--- config.mk ---
export PLATFORM = sky130hd
export DESIGN_NAME = imem_loader_flat
export DESIGN_NICKNAME = d
export VERILOG_FILES = /design/src/rtl/imem_loader_if.sv /design/src/rtl/imem_loader.sv /design/src/flat_wrapper.sv
export SDC_FILE = /design/constraint.sdc
export NUM_CORES = 1
export LEC_CHECK = 0
export CORE_MARGIN = 4
export CORE_UTILIZATION = 62
export CTS_CLUSTER_SIZE = 25
export DETAILED_ROUTE_END_ITERATION = 10
export PLACE_DENSITY = 0.85
export SETUP_SLACK_MARGIN = 0.2
export SYNTH_ARGS = -nofsm -noshare
export SYNTH_HDL_FRONTEND = slang
export SYNTH_SLANG_ARGS = --single-unit
--- constraint.sdc ---
create_clock -name clk -period 5.35 [get_ports clk]
set_input_delay 1.07 -clock clk [delete_from_list [all_inputs] [get_ports clk]]
set_output_delay 1.07 -clock clk [all_outputs]
set_load 0.02 [all_outputs]
--- src/rtl/imem_loader_if.sv ---
// Instruction-memory write bus driven by the boot loader.
interface imem_loader_if #(
  parameter int ADDR_W = 8
);
  logic              imem_we;
  logic [ADDR_W-1:0] imem_addr;
  logic [31:0]       imem_wdata;

  modport master (output imem_we, output imem_addr, output imem_wdata);
  modport slave  (input  imem_we, input  imem_addr, input  imem_wdata);
endinterface

--- src/rtl/imem_loader.sv ---
// UART boot loader: receives a length-prefixed program image and writes it into
// instruction memory word by word, holding the CPU in reset until the image is complete.
module imem_loader #(
  parameter int CLKS_PER_BIT = 434,
  parameter int ADDR_W       = 8
) (
  input  logic               clk,
  input  logic               reset,
  input  logic               rx,
  imem_loader_if.master      imem,
  output logic               cpu_reset,
  output logic               busy,
  output logic               done,
  output logic               frame_err,
  output logic               overflow
);

  localparam int CNT_W = $clog2(CLKS_PER_BIT);
  localparam logic [CNT_W-1:0] HALF_LAST = CNT_W'(CLKS_PER_BIT / 2 - 1);
  localparam logic [CNT_W-1:0] BIT_LAST  = CNT_W'(CLKS_PER_BIT - 1);

  typedef enum logic [1:0] {RX_IDLE, RX_START, RX_DATA, RX_STOP} rx_state_t;
  typedef enum logic [2:0] {L_LEN_LO, L_LEN_HI, L_DATA, L_WRITE, L_DONE} ld_state_t;

  rx_state_t         rx_state_q;
  logic              rx_meta_q;
  logic              rx_sync_q;
  logic [CNT_W-1:0]  cnt_q;
  logic [2:0]        bit_idx_q;
  logic [7:0]        shift_q;
  logic              byte_valid_q;
  logic              frame_err_q;

  ld_state_t         ld_state_q;
  logic [15:0]       len_q;
  logic [15:0]       wcount_q;
  logic [15:0]       wcount_d;
  logic [1:0]        idx_q;
  logic              we_q;
  logic [ADDR_W-1:0] addr_q;
  logic [31:0]       wdata_q;
  logic              cpu_reset_q;
  logic              busy_q;
  logic              done_q;
  logic              overflow_q;
  logic              in_range_s;

  assign wcount_d   = wcount_q + 16'd1;
  assign in_range_s = ((wcount_q >> ADDR_W) == 16'd0);

  // UART receiver: synchronizer, mid-bit sampling, glitch rejection, stop-bit check
  always_ff @(posedge clk or negedge reset) begin
    if (!reset) begin
      rx_state_q   <= RX_IDLE;
      rx_meta_q    <= 1'b1;
      rx_sync_q    <= 1'b1;
      cnt_q        <= '0;
      bit_idx_q    <= 3'd0;
      shift_q      <= 8'h00;
      byte_valid_q <= 1'b0;
      frame_err_q  <= 1'b0;
    end else begin
      rx_meta_q    <= rx;
      rx_sync_q    <= rx_meta_q;
      byte_valid_q <= 1'b0;
      case (rx_state_q)
        RX_IDLE: begin
          if (!rx_sync_q) begin
            rx_state_q <= RX_START;
            cnt_q      <= '0;
          end
        end
        RX_START: begin
          if (cnt_q == HALF_LAST) begin
            cnt_q      <= '0;
            bit_idx_q  <= 3'd0;
            rx_state_q <= rx_sync_q ? RX_IDLE : RX_DATA;
          end else begin
            cnt_q <= cnt_q + CNT_W'(1);
          end
        end
        RX_DATA: begin
          if (cnt_q == BIT_LAST) begin
            cnt_q   <= '0;
            shift_q <= {rx_sync_q, shift_q[7:1]};
            if (bit_idx_q == 3'd7) begin
              rx_state_q <= RX_STOP;
            end else begin
              bit_idx_q <= bit_idx_q + 3'd1;
            end
          end else begin
            cnt_q <= cnt_q + CNT_W'(1);
          end
        end
        RX_STOP: begin
          // Returning to idle at mid-stop leaves room for a back-to-back start bit
          if (cnt_q == BIT_LAST) begin
            cnt_q      <= '0;
            rx_state_q <= RX_IDLE;
            if (rx_sync_q) begin
              byte_valid_q <= 1'b1;
            end else if (ld_state_q != L_DONE) begin
              frame_err_q <= 1'b1;
            end
          end else begin
            cnt_q <= cnt_q + CNT_W'(1);
          end
        end
        default: rx_state_q <= RX_IDLE;
      endcase
    end
  end

  // Loader FSM: length header, byte assembly, capacity-limited word writes
  always_ff @(posedge clk or negedge reset) begin
    if (!reset) begin
      ld_state_q  <= L_LEN_LO;
      len_q       <= 16'd0;
      wcount_q    <= 16'd0;
      idx_q       <= 2'd0;
      we_q        <= 1'b0;
      addr_q      <= '0;
      wdata_q     <= 32'd0;
      cpu_reset_q <= 1'b1;
      busy_q      <= 1'b0;
      done_q      <= 1'b0;
      overflow_q  <= 1'b0;
    end else begin
      we_q <= 1'b0;
      case (ld_state_q)
        L_LEN_LO: begin
          if (byte_valid_q) begin
            len_q[7:0] <= shift_q;
            busy_q     <= 1'b1;
            ld_state_q <= L_LEN_HI;
          end
        end
        L_LEN_HI: begin
          if (byte_valid_q) begin
            len_q[15:8] <= shift_q;
            if ({shift_q, len_q[7:0]} == 16'd0) begin
              ld_state_q  <= L_DONE;
              done_q      <= 1'b1;
              cpu_reset_q <= 1'b0;
              busy_q      <= 1'b0;
            end else begin
              ld_state_q <= L_DATA;
              idx_q      <= 2'd0;
              wcount_q   <= 16'd0;
            end
          end
        end
        L_DATA: begin
          if (byte_valid_q) begin
            wdata_q[{idx_q, 3'b000} +: 8] <= shift_q;
            if (idx_q == 2'd3) begin
              ld_state_q <= L_WRITE;
              // Past capacity the word is consumed but never written; address holds
              if (in_range_s) begin
                we_q   <= 1'b1;
                addr_q <= wcount_q[ADDR_W-1:0];
              end else begin
                overflow_q <= 1'b1;
              end
            end else begin
              idx_q <= idx_q + 2'd1;
            end
          end
        end
        L_WRITE: begin
          wcount_q <= wcount_d;
          idx_q    <= 2'd0;
          if (wcount_d == len_q) begin
            ld_state_q  <= L_DONE;
            done_q      <= 1'b1;
            cpu_reset_q <= 1'b0;
            busy_q      <= 1'b0;
          end else begin
            ld_state_q <= L_DATA;
          end
        end
        L_DONE: begin
          ld_state_q <= L_DONE;
        end
        default: ld_state_q <= L_LEN_LO;
      endcase
    end
  end

  assign imem.imem_we    = we_q;
  assign imem.imem_addr  = addr_q;
  assign imem.imem_wdata = wdata_q;
  assign cpu_reset       = cpu_reset_q;
  assign busy            = busy_q;
  assign done            = done_q;
  assign frame_err       = frame_err_q;
  assign overflow        = overflow_q;

endmodule
--- src/flat_wrapper.sv ---
// flat-port wrapper written by rule: the top's interface ports become plain ports
module imem_loader_flat 
#(
  parameter int CLKS_PER_BIT = 434,
  parameter int ADDR_W       = 8
)
  (clk, reset, rx, cpu_reset, busy, done, frame_err, overflow, imem_imem_we, imem_imem_addr, imem_imem_wdata);
  imem_loader_if #(.ADDR_W(ADDR_W)) imem_i ();
  input  logic clk;
  input  logic reset;
  input  logic rx;
  output logic cpu_reset;
  output logic busy;
  output logic done;
  output logic frame_err;
  output logic overflow;
  output wire logic [$bits(imem_i.imem_we)-1:0] imem_imem_we;
  output wire logic [$bits(imem_i.imem_addr)-1:0] imem_imem_addr;
  output wire logic [$bits(imem_i.imem_wdata)-1:0] imem_imem_wdata;
  assign imem_imem_we = imem_i.imem_we;
  assign imem_imem_addr = imem_i.imem_addr;
  assign imem_imem_wdata = imem_i.imem_wdata;
  imem_loader #(.CLKS_PER_BIT(CLKS_PER_BIT), .ADDR_W(ADDR_W)) u_core (.clk(clk), .reset(reset), .rx(rx), .imem(imem_i), .cpu_reset(cpu_reset), .busy(busy), .done(done), .frame_err(frame_err), .overflow(overflow));
endmodule
### Word-level counts from Yosys, hierarchy flattened

Cells that the tools add are included.
W data, S select, Z words.

* register bits after elaboration: 108
* input port bits: 3
* output and inout port bits: 46
* word-level logic and storage cells: 127

* add/subtract/negate cells: 5
* eq/ne operators: 27
* shift operators: 2
* muxes and demuxes: 48
* bitwise logic cells: 2
* reductions and logical operators: 23

Operators by type and width (count)
* $bwmux W32: 1
* $logic_not A16 Y1: 2
* $mux W16: 2
* $pmux W16 S2: 1
* $shift A8 B7 Y32 const A: 1
* $shiftx A8 B7 Y32: 1
* $mux W3: 9
* $mux W9: 3
* $pmux W9 S3: 1
* $reduce_and A4 Y1: 6
* $mux W2: 10
* $ne A2 B1 Y1 const B: 10
* $add A16 B1 Y16 const B: 1
* $eq A16 B16 Y1: 1
* $pmux W3 S5: 1
* $reduce_and A5 Y1: 3
* $mux W1: 14
* $add A9 B1 Y9 const B: 1
* $eq A9 B8 Y1 const B: 1
* $eq A9 B9 Y1 const B: 1
* $ne A2 B2 Y1 const B: 4
* $pmux W2 S4: 1
* $reduce_and A2 Y1: 4
* $neg A5 Y7: 1
* other kinds (19): 27

### Logic depth before layout (Yosys ltp)

Gate-level depths: netlist of run 1.

* depth in word-level cells: 5
* gate-level depth with buffers: 8
* mapped depth without buffers: 7

### Worst setup path after synthesis of run 1

OpenSTA, ideal clock, no wires.

* path type: reg-to-reg
* from: register u_core.wcount_q[0]
* to: register u_core.cpu_reset_q, in the netlist u_core.cpu_reset
* setup time: 78 ps
* data arrival time: 1837 ps
* data required time: 5272 ps
* slack: 3435 ps
* cell stages (with the launch flop): 8
* buffers on the path: 0
* clock period less this slack: 1915 ps
* cell sequence: dfrtp_1 > ha_1 > nand2_1 > nor2_1 > xnor2_1 > a2111oi_0 > nand4_1 > and3_1

* word-level cells in the longest chain between the ends: 4

Ends and longest elaborated chain
* start, declared: line imem_loader.sv:36 `logic [15:0] wcount_q;`
* start signal, assigned: line imem_loader.sv:171 `wcount_q <= wcount_d;`
* $add A16 B1 Y16: line imem_loader.sv:48 `assign wcount_d = wcount_q + 16'd1;`
* $eq A16 B16 Y1: line imem_loader.sv:173 `if (wcount_d == len_q) begin`
* $ne A2 B1 Y1 (no line)
* $reduce_and A4 Y1 (no line)
* end signal, assigned: line imem_loader.sv:124 `cpu_reset_q <= 1'b1;`
* end signal, assigned: line imem_loader.sv:144 `cpu_reset_q <= 1'b0;`
* end signal, assigned: line imem_loader.sv:176 `cpu_reset_q <= 1'b0;`
* end, declared: line imem_loader.sv:42 `logic cpu_reset_q;`

Every way passes these cells.
A chain may end at the register's enable or synchronous reset.

### Worst setup path in the final report of run 1

* from: register u_core.cpu_reset_q, in the netlist u_core.cpu_reset
* to: output cpu_reset

RTL lines
* end, declared: line flat_wrapper.sv:12 `output logic cpu_reset;`

No word-level cell between the ends.

==> impl_results.md, run 1 <==
* Synth Flop Type: dfrtp_1
* Synth top area share at 0.4968
* N_diodes at 0
* Post-Syn Area per Cell at about 10 um^2
* Setup_tns at 0 ns
* Layout Area Growth over Synthesis at 13.30%
* Critical path arrival at between 1.5 and 2 ns
* CP max FO at 2
* Largest net degree at the start of global routing at between 60 and 70
* Starting Density at 0.6405
* Crit. End Element: output pin
* Max Root-Sink Buffers at 2
* Die Wd at about 100 um
* Core box area at slightly above 0.008 mm^2
* FF-to-FF path depth at 5
* CP max-delay cell: clkdlybuf4s50_1
* WHS at 0.3669 ns
* Post-synthesis adder-cell area fraction at 0.02839
* Layout Cells excl Fill at 673
* Tmin final at between 2 and 3 ns
* Post-synthesis mux area share at 0.07216
* Iter 0 DRT Violations at 259
* Worst path required time at ~4.3 ns
* GRT Total Usage at 0.2452
* Pwr Total at between 1 and 1.5 mW
* Seq cells post-synth at approximately 110
* First-pass detailed-route iteration total at 5
* RePlAce Congestion at 0.9881
* Setup Skew at around 0.021 ns
* Die ar. at just over 0.01 mm^2
* Most numerous cell in the Yosys netlist: dfrtp_1
* DRC viols at 0
* Max Fclk at 0.3814 GHz
* Util after Layout at 0.7256
* Die height at around 100 um
* Final Max Slew Viols at 0
* FFs w/ async S/R, synth at 1.000
* RSZ-0062 raised after global routing: false
* Status: finished clean
* Worst r2r src: u_core.cnt_q[3]$_DFFE_PN0N_
* Final WL at 11600 um
* Worst-Margin Slew at slightly above 1 ns
* Largest family of logic cells by synthesized area: simple AND/OR/NAND/NOR gates
* Sequential element share of the synthesized area at 0.5117
* Relative slew slack at 0.3104
* Synth warnings at 0
* Post-Place Setup Slack at 3.012 ns
* Endpoints failing hold at 0
* Xor/xnor share of the synthesized area at 0.04140
* Buf/Inv on CP at 1
* Layout cells sized above 1 at 0.1004
* Max IR drop VDD at approximately 0.00016 V
* Clock Latency Late Sink at roughly 0.38 ns
* Placed insts at between 600 and 700
* Min-Delay Endpoint: u_core.rx_sync_q$_DFF_PN1_
* I/O pin cnt at 49
* CTS Hold Buffers Added at 0
* WHS Path Cells at 0
* Synth top area cells: dfrtp_1, nand2_1, o21ai_1, mux2_2, ha_1
* Post_cts resized at 0
* EDFF count, synth at 0
* Final WS setup at roughly 2.7 ns
* Via/cell ratio at between 6 and 7
* First-pass GRT wire length at 19890 um
* Worst-path clk slew at roughly 0.10 ns
* Yosys cell types at 54
* Synth area leader: dfrtp_1
* Sink Count at approximately 110
* Max stage delay on crit path at 0.61 ns
* Setup slack, reg-to-reg at just under 3 ns
* Num CTS Buffers at 9
* Top cells by count, synth: dfrtp_1, nand2_1, o21ai_1
* Port bufs at between 40 and 50
* Worst min path class: reg2reg
* Hold Startpoint: u_core.rx_meta_q$_DFF_PN1_
* WS Path Type: reg2out
* Post-Synth Simple-Gate Area at 0.1919
* Routed length per instance at ~17 um
* # Max-Cap Violations at 0
* Synth Area in Compound Gates at 0.1247
* Tcrit/Tclk final at 0.4900
* # nets final at ~580
* GRT overflow at 0
* Syn Inst Count at about 530
* CTS tree: done
* Critical path startpoint category: flop
* Detail Route Antenna Nets at 0
* H-tree lvl count at 3
* CTS root buf: clkbuf_8
* Post-Syn Area at about 0.0053 mm^2
* Top Family by Delay on Critical Path: buffers and inverters
* Initial antenna violation count at 0
* Mapped Nets at 546
* Via Count at ~4000
* Final setup fails at 0
* Number of post-CTS setup repair buffers at 0
* DP HPWL at about 8000 um
* Area post-placement at between 0.005 and 0.006 mm^2
* Row count at 33
* Final instance area at about 0.006 mm^2
* FILL cells at 620
* Number of global-route vias before repair at 4068
* Pleak at ~2.6 nW
* Pwr/cell area at about 230 mW/mm^2
* Cell breakdown of the critical path: clkdlybuf4s50_1
## kinds of logic after synthesis
kind of cell               Yosys count
xor gates and xnor gates            25
adders and majority gates           12
buffers and inverters               39
AOI/OAI and AO/OA                  112
muxes                               34
DFF                                108
and+or+nand+nor                    201
## cells in the final DEF, fill, tap and decap left out, drive strengths merged, types with 4 or more instances in the layout
master,instances
a21oi,9
and2,4
and3,9
clkbuf,9
clkdlybuf4s50,47
dfrtp,105
ha,12
inv,15
mux2,33
nand2,96
nand2b,7
nand3,12
nand4,9
nor2,29
nor3,6
nor3b,6
nor4,10
o21ai,70
o31ai,6
xnor2,15
xor2,10
## routing by layer
metal,vias to the layer above,GRT usage,wire length (um)
li1,1925,-,-
met1,2031,0.3330,4903
met2,125,0.4057,5860
met3,16,0.04170,660
met4,0,0.07461,173
met5,-,0,0
## worst max-delay path by stage
stage / depth (start not counted) / end / from / slack (ns)
final: 1 / cpu_reset / u_core.cpu_reset$_DFFE_PN1P_ / 2.73
after global routing: 1 / cpu_reset / u_core.cpu_reset$_DFFE_PN1P_ / 2.68
after CTS: 1 / cpu_reset / u_core.cpu_reset$_DFFE_PN1P_ / 2.72
after detailed placement: 5 / flop / u_core.cnt_q[3]$_DFFE_PN0N_ / 3.01
after global placement: 2 / u_core.rx_sync_q$_DFF_PN1_ / reset / 3.07
after floorplan: 7 / u_core.cpu_reset$_DFFE_PN1P_ / u_core.wcount_q[0]$_DFFE_PN0P_ / 3.43
## where the power goes
group	leakage (nW)	total (mW)	switching (mW)	internal (mW)
clock network	0.105	0.516	0.292	0.224
logic	1.05	0.0175	0.0155	0.00192
registers	1.48	0.818	0.000617	0.817
total	2.64	1.35	0.309	1.04
## layout make-up
cell class | count | area, um^2 | area share
clock buffer | 9 | 123.9 | 0.02067
clock inverter | 7 | 78.83 | 0.01316
inverter | 11 | 41.29 | 0.006891
multi-input combinational | 384 | 2425 | 0.4047
sequential | 108 | 2706 | 0.4517
tap | 105 | 131.4 | 0.02193
timing repair buffer | 49 | 485.5 | 0.08102
## sequential cells by signal (all words and copies together), names as in the netlist, 2 cells and up, named ones only
signal	count
u_core.len_q	16
u_core.cnt_q	9
u_core.ld_state_q	3
u_core.wcount_q	16
u_core.imem.imem_addr	8
u_core.imem.imem_wdata	32
u_core.idx_q	2
u_core.shift_q	8
u_core.bit_idx_q	3
Power figures use the tool's default switching activity.
==> inputs of run 2 (changes only) <==
--- a/config.mk
+++ b/config.mk
@@ -6,10 +6,10 @@
 export NUM_CORES = 1
 export LEC_CHECK = 0
 export CORE_MARGIN = 4
-export CORE_UTILIZATION = 62
+export CORE_UTILIZATION = 57
 export CTS_CLUSTER_SIZE = 25
 export DETAILED_ROUTE_END_ITERATION = 10
-export PLACE_DENSITY = 0.85
+export PLACE_DENSITY = 0.79
 export SETUP_SLACK_MARGIN = 0.2
 export SYNTH_ARGS = -nofsm -noshare
 export SYNTH_HDL_FRONTEND = slang
==> constraint.sdc (replaced) <==
create_clock -name clk -period 2.59 [get_ports clk]
set_input_delay 0.518 -clock clk [delete_from_list [all_inputs] [get_ports clk]]
set_output_delay 0.518 -clock clk [all_outputs]
set_load 0.02 [all_outputs]
==> run 2 against run 1 <==
Compared with the run above:
- sequential share of layout area shrank 0.83 points
- worst hold slack lost 0.28 ns
- combinational power up 140%
- register-to-register slack worse by 2.6 ns
- first-iteration DRC count decreased by 7.7%
- power grew 100%
- highest routed layer unchanged
==> impl_results.md, run 2 (synthesis gave the netlist of run 1 again) <==
* Status: finished clean
* Sink Count at 108 (unchanged)
* Tcrit/Tclk final at 0.8594
* N_diodes at 0 (unchanged)
* Worst-Margin Slew at 0.7891 ns (-0.2431 ns)
* Post-Place Setup Slack at 0.2852 ns (-2.726 ns)
* Max Root-Sink Buffers at 2 (unchanged)
* Final setup fails at 0 (unchanged)
* Largest register FFs at 32 (unchanged)
* Die height at 104.3 um (+4.0%)
* Met3 Use GR at 0.04904 (+0.007342)
* Iter 0 DRT Violations at 239 (-7.7%)
* Port bufs at 48 (unchanged)
* Number of global-route vias before repair at 4040 (-0.69%)
* Setup slack, reg-to-reg at 0.36 ns (-2.61 ns)
* Final WS setup at 0.3642 ns (-2.364 ns)
* Core box area at 0.008891 mm^2 (+7.7%)
* Detail Route Antenna Nets at 0 (unchanged)
* Pleak at 2.694 nW (+2.2%)
* DP HPWL at 8470 um (+4.3%)
* GR Util met1 at 0.2948 (-0.03826)
* Grt peak-use layer: met2
* Critical path arrival at 2.53 ns (+0.98 ns)
* GRT overflow at 0 (unchanged)
* Worst min path class: in2async
* Via/cell ratio at 5.996 (-1.5%)
* # nets final at 587 (+1.6%)
* H-tree lvl count at 3 (unchanged)
* CTS root buf: clkbuf_8
* First-pass GRT wire length at 20040 um (+0.73%)
* Final WL at 11740 um (+1.2%)
* Layout cells sized above 1 at 0.1282 (+0.02790)
* Max IR drop VDD at 0.0002763 V (+77%)
* Most common cell after layout, fill and taps aside: dfrtp_1
* CTS tree: done
* M2 GR Usage at 0.3792 (-0.02656)
* Relative slew slack at 0.4727 (+0.1623)
* Number of post-CTS setup repair buffers at 0 (unchanged)
* RSZ-0062 raised after global routing: true
* Endpoints failing hold at 0 (unchanged)
* Worst path required time at 2.90 ns (-1.38 ns)
* DRC viols at 0 (unchanged)
* Routed length per instance at 17.13 um (-0.58%)
* Worst Setup SP: u_core.wcount_q[1]$_DFFE_PN0P_
* FF-to-FF End: u_core.cpu_reset$_DFFE_PN1P_
* Pwr/cell area at 448.9 mW/mm^2 (+99%)
* FILL cells at 683 (+10%)
* Initial antenna violation count at 0 (unchanged)
* Crit. End Element: flop
* Max Fclk at 0.4493 GHz
* Final Max Slew Viols at 0 (unchanged)
* Die ar. at 0.01088 mm^2 (+8.1%)
* Setup Skew at 0.01571 ns (-0.005647 ns)
* WS Path Type: reg2reg
* RePlAce Congestion at 0.9646 (-2.4%)
* Tmin final at around 2.2 ns
* Critical path startpoint category: flop
* Layout Area Growth over Synthesis at 15.68%
* GRT Total Usage at 0.2246 (-0.02054)
* Num CTS Buffers at 9 (unchanged)
* Starting Density at 0.5948 (-0.04561)
* FF-to-FF path depth at 7 (+2)
* Die Wd at 104.3 um (+4.0%)
* Setup_tns at 0 ns (unchanged)
* Most frequent cells in the layout: dfrtp_1, nand2_1, o21ai_1
* Row count at 34 (+3.0%)
* Worst r2r src: u_core.wcount_q[1]$_DFFE_PN0P_
* Largest net degree at the start of global routing at 38 (-43%)
* CP max FO at 7 (+5)
* Via Count at 4107 (+0.24%)
* # Max-Cap Violations at 0 (unchanged)
* Clock Latency Late Sink at 0.38 ns (about the same)
* First-pass detailed-route iteration total at 8 (+3)
* I/O pin cnt at 49 (unchanged)
* Worst-path clk slew at 0.11 ns (about the same)
-- run 2: report_power, final --
part           total (mW)  internal, mW  switching, mW  leakage [nW]
Combinational      0.0427       0.00916         0.0335          1.12
Sequential           1.69          1.69        0.00122          1.48
Clock                1.01         0.383          0.632        0.0990
Total                2.75          2.08          0.666          2.69
-- run 2: worst max-delay path by stage --
stage	endpoint	slack (ns)
6_report	u_core.cpu_reset$_DFFE_PN1P_	0.36
3_5_place_dp	u_core.cpu_reset$_DFFE_PN1P_	0.29
5_1_grt	u_core.cpu_reset$_DFFE_PN1P_	0.20
3_3_place_gp	u_core.cpu_reset$_DFFE_PN1P_	0.47
2_1_floorplan	u_core.cpu_reset$_DFFE_PN1P_	0.67
4_1_cts	u_core.cpu_reset$_DFFE_PN1P_	0.26
-- run 2: critical path: stages, from the launching register on --
cell and delay, ns:
dfrtp_1 0.44, ha_1 0.30, nand2_1 0.16, nor4_4 0.34, xnor2_1 0.13, nor4_2 0.34
nand4_1 0.21, and3_1 0.25
-- run 2: layer usage --
| metal | up-vias | wire (um) |
|---|---|---|
| li1 | 1941 | - |
| met4 | 0 | 182 |
| met2 | 132 | 5941 |
| met1 | 2011 | 4856 |
| met5 | - | 0 |
| met3 | 23 | 754 |
-- run 2: through the flow --
| stage | util | hold WS [ns] | cell area, um^2 | std cells | total power, mW |
|---|---|---|---|---|---|
| 2_1_floorplan | - | 0.2224 | 5289 | 531 | 1.724 |
| 3_3_place_gp | 0.6620 | 0.3470 | 5886 | 669 | 1.767 |
| 3_5_place_dp | 0.6620 | 0.3476 | 5886 | 669 | 1.767 |
| 4_1_cts | 0.6849 | 0.09646 | 6090 | 685 | 2.772 |
| 5_1_grt | 0.6882 | 0.1156 | 6118 | 685 | 2.848 |
| 6_report | 0.6882 | 0.08940 | 6118 | 685 | 2.746 |
-- run 2: timing repair --
item | in CTS | in global routing
endpoints found under the setup margin | 0 | 9
gates resized for setup | 0 | 10
endpoints found under the hold margin | 0 | 0
hold buffers | 0 | 0
-- run 2: cell type report --
class / instances / area (um^2) / share of cell area
multi-input combinational: 384 / 2447 / 0.4000
tap: 108 / 135.1 / 0.02209
timing repair buffer: 58 / 578.1 / 0.09448
sequential: 108 / 2713 / 0.4434
clock inverter: 7 / 80.08 / 0.01309
inverter: 11 / 41.29 / 0.006748
clock buffer: 9 / 123.9 / 0.02025
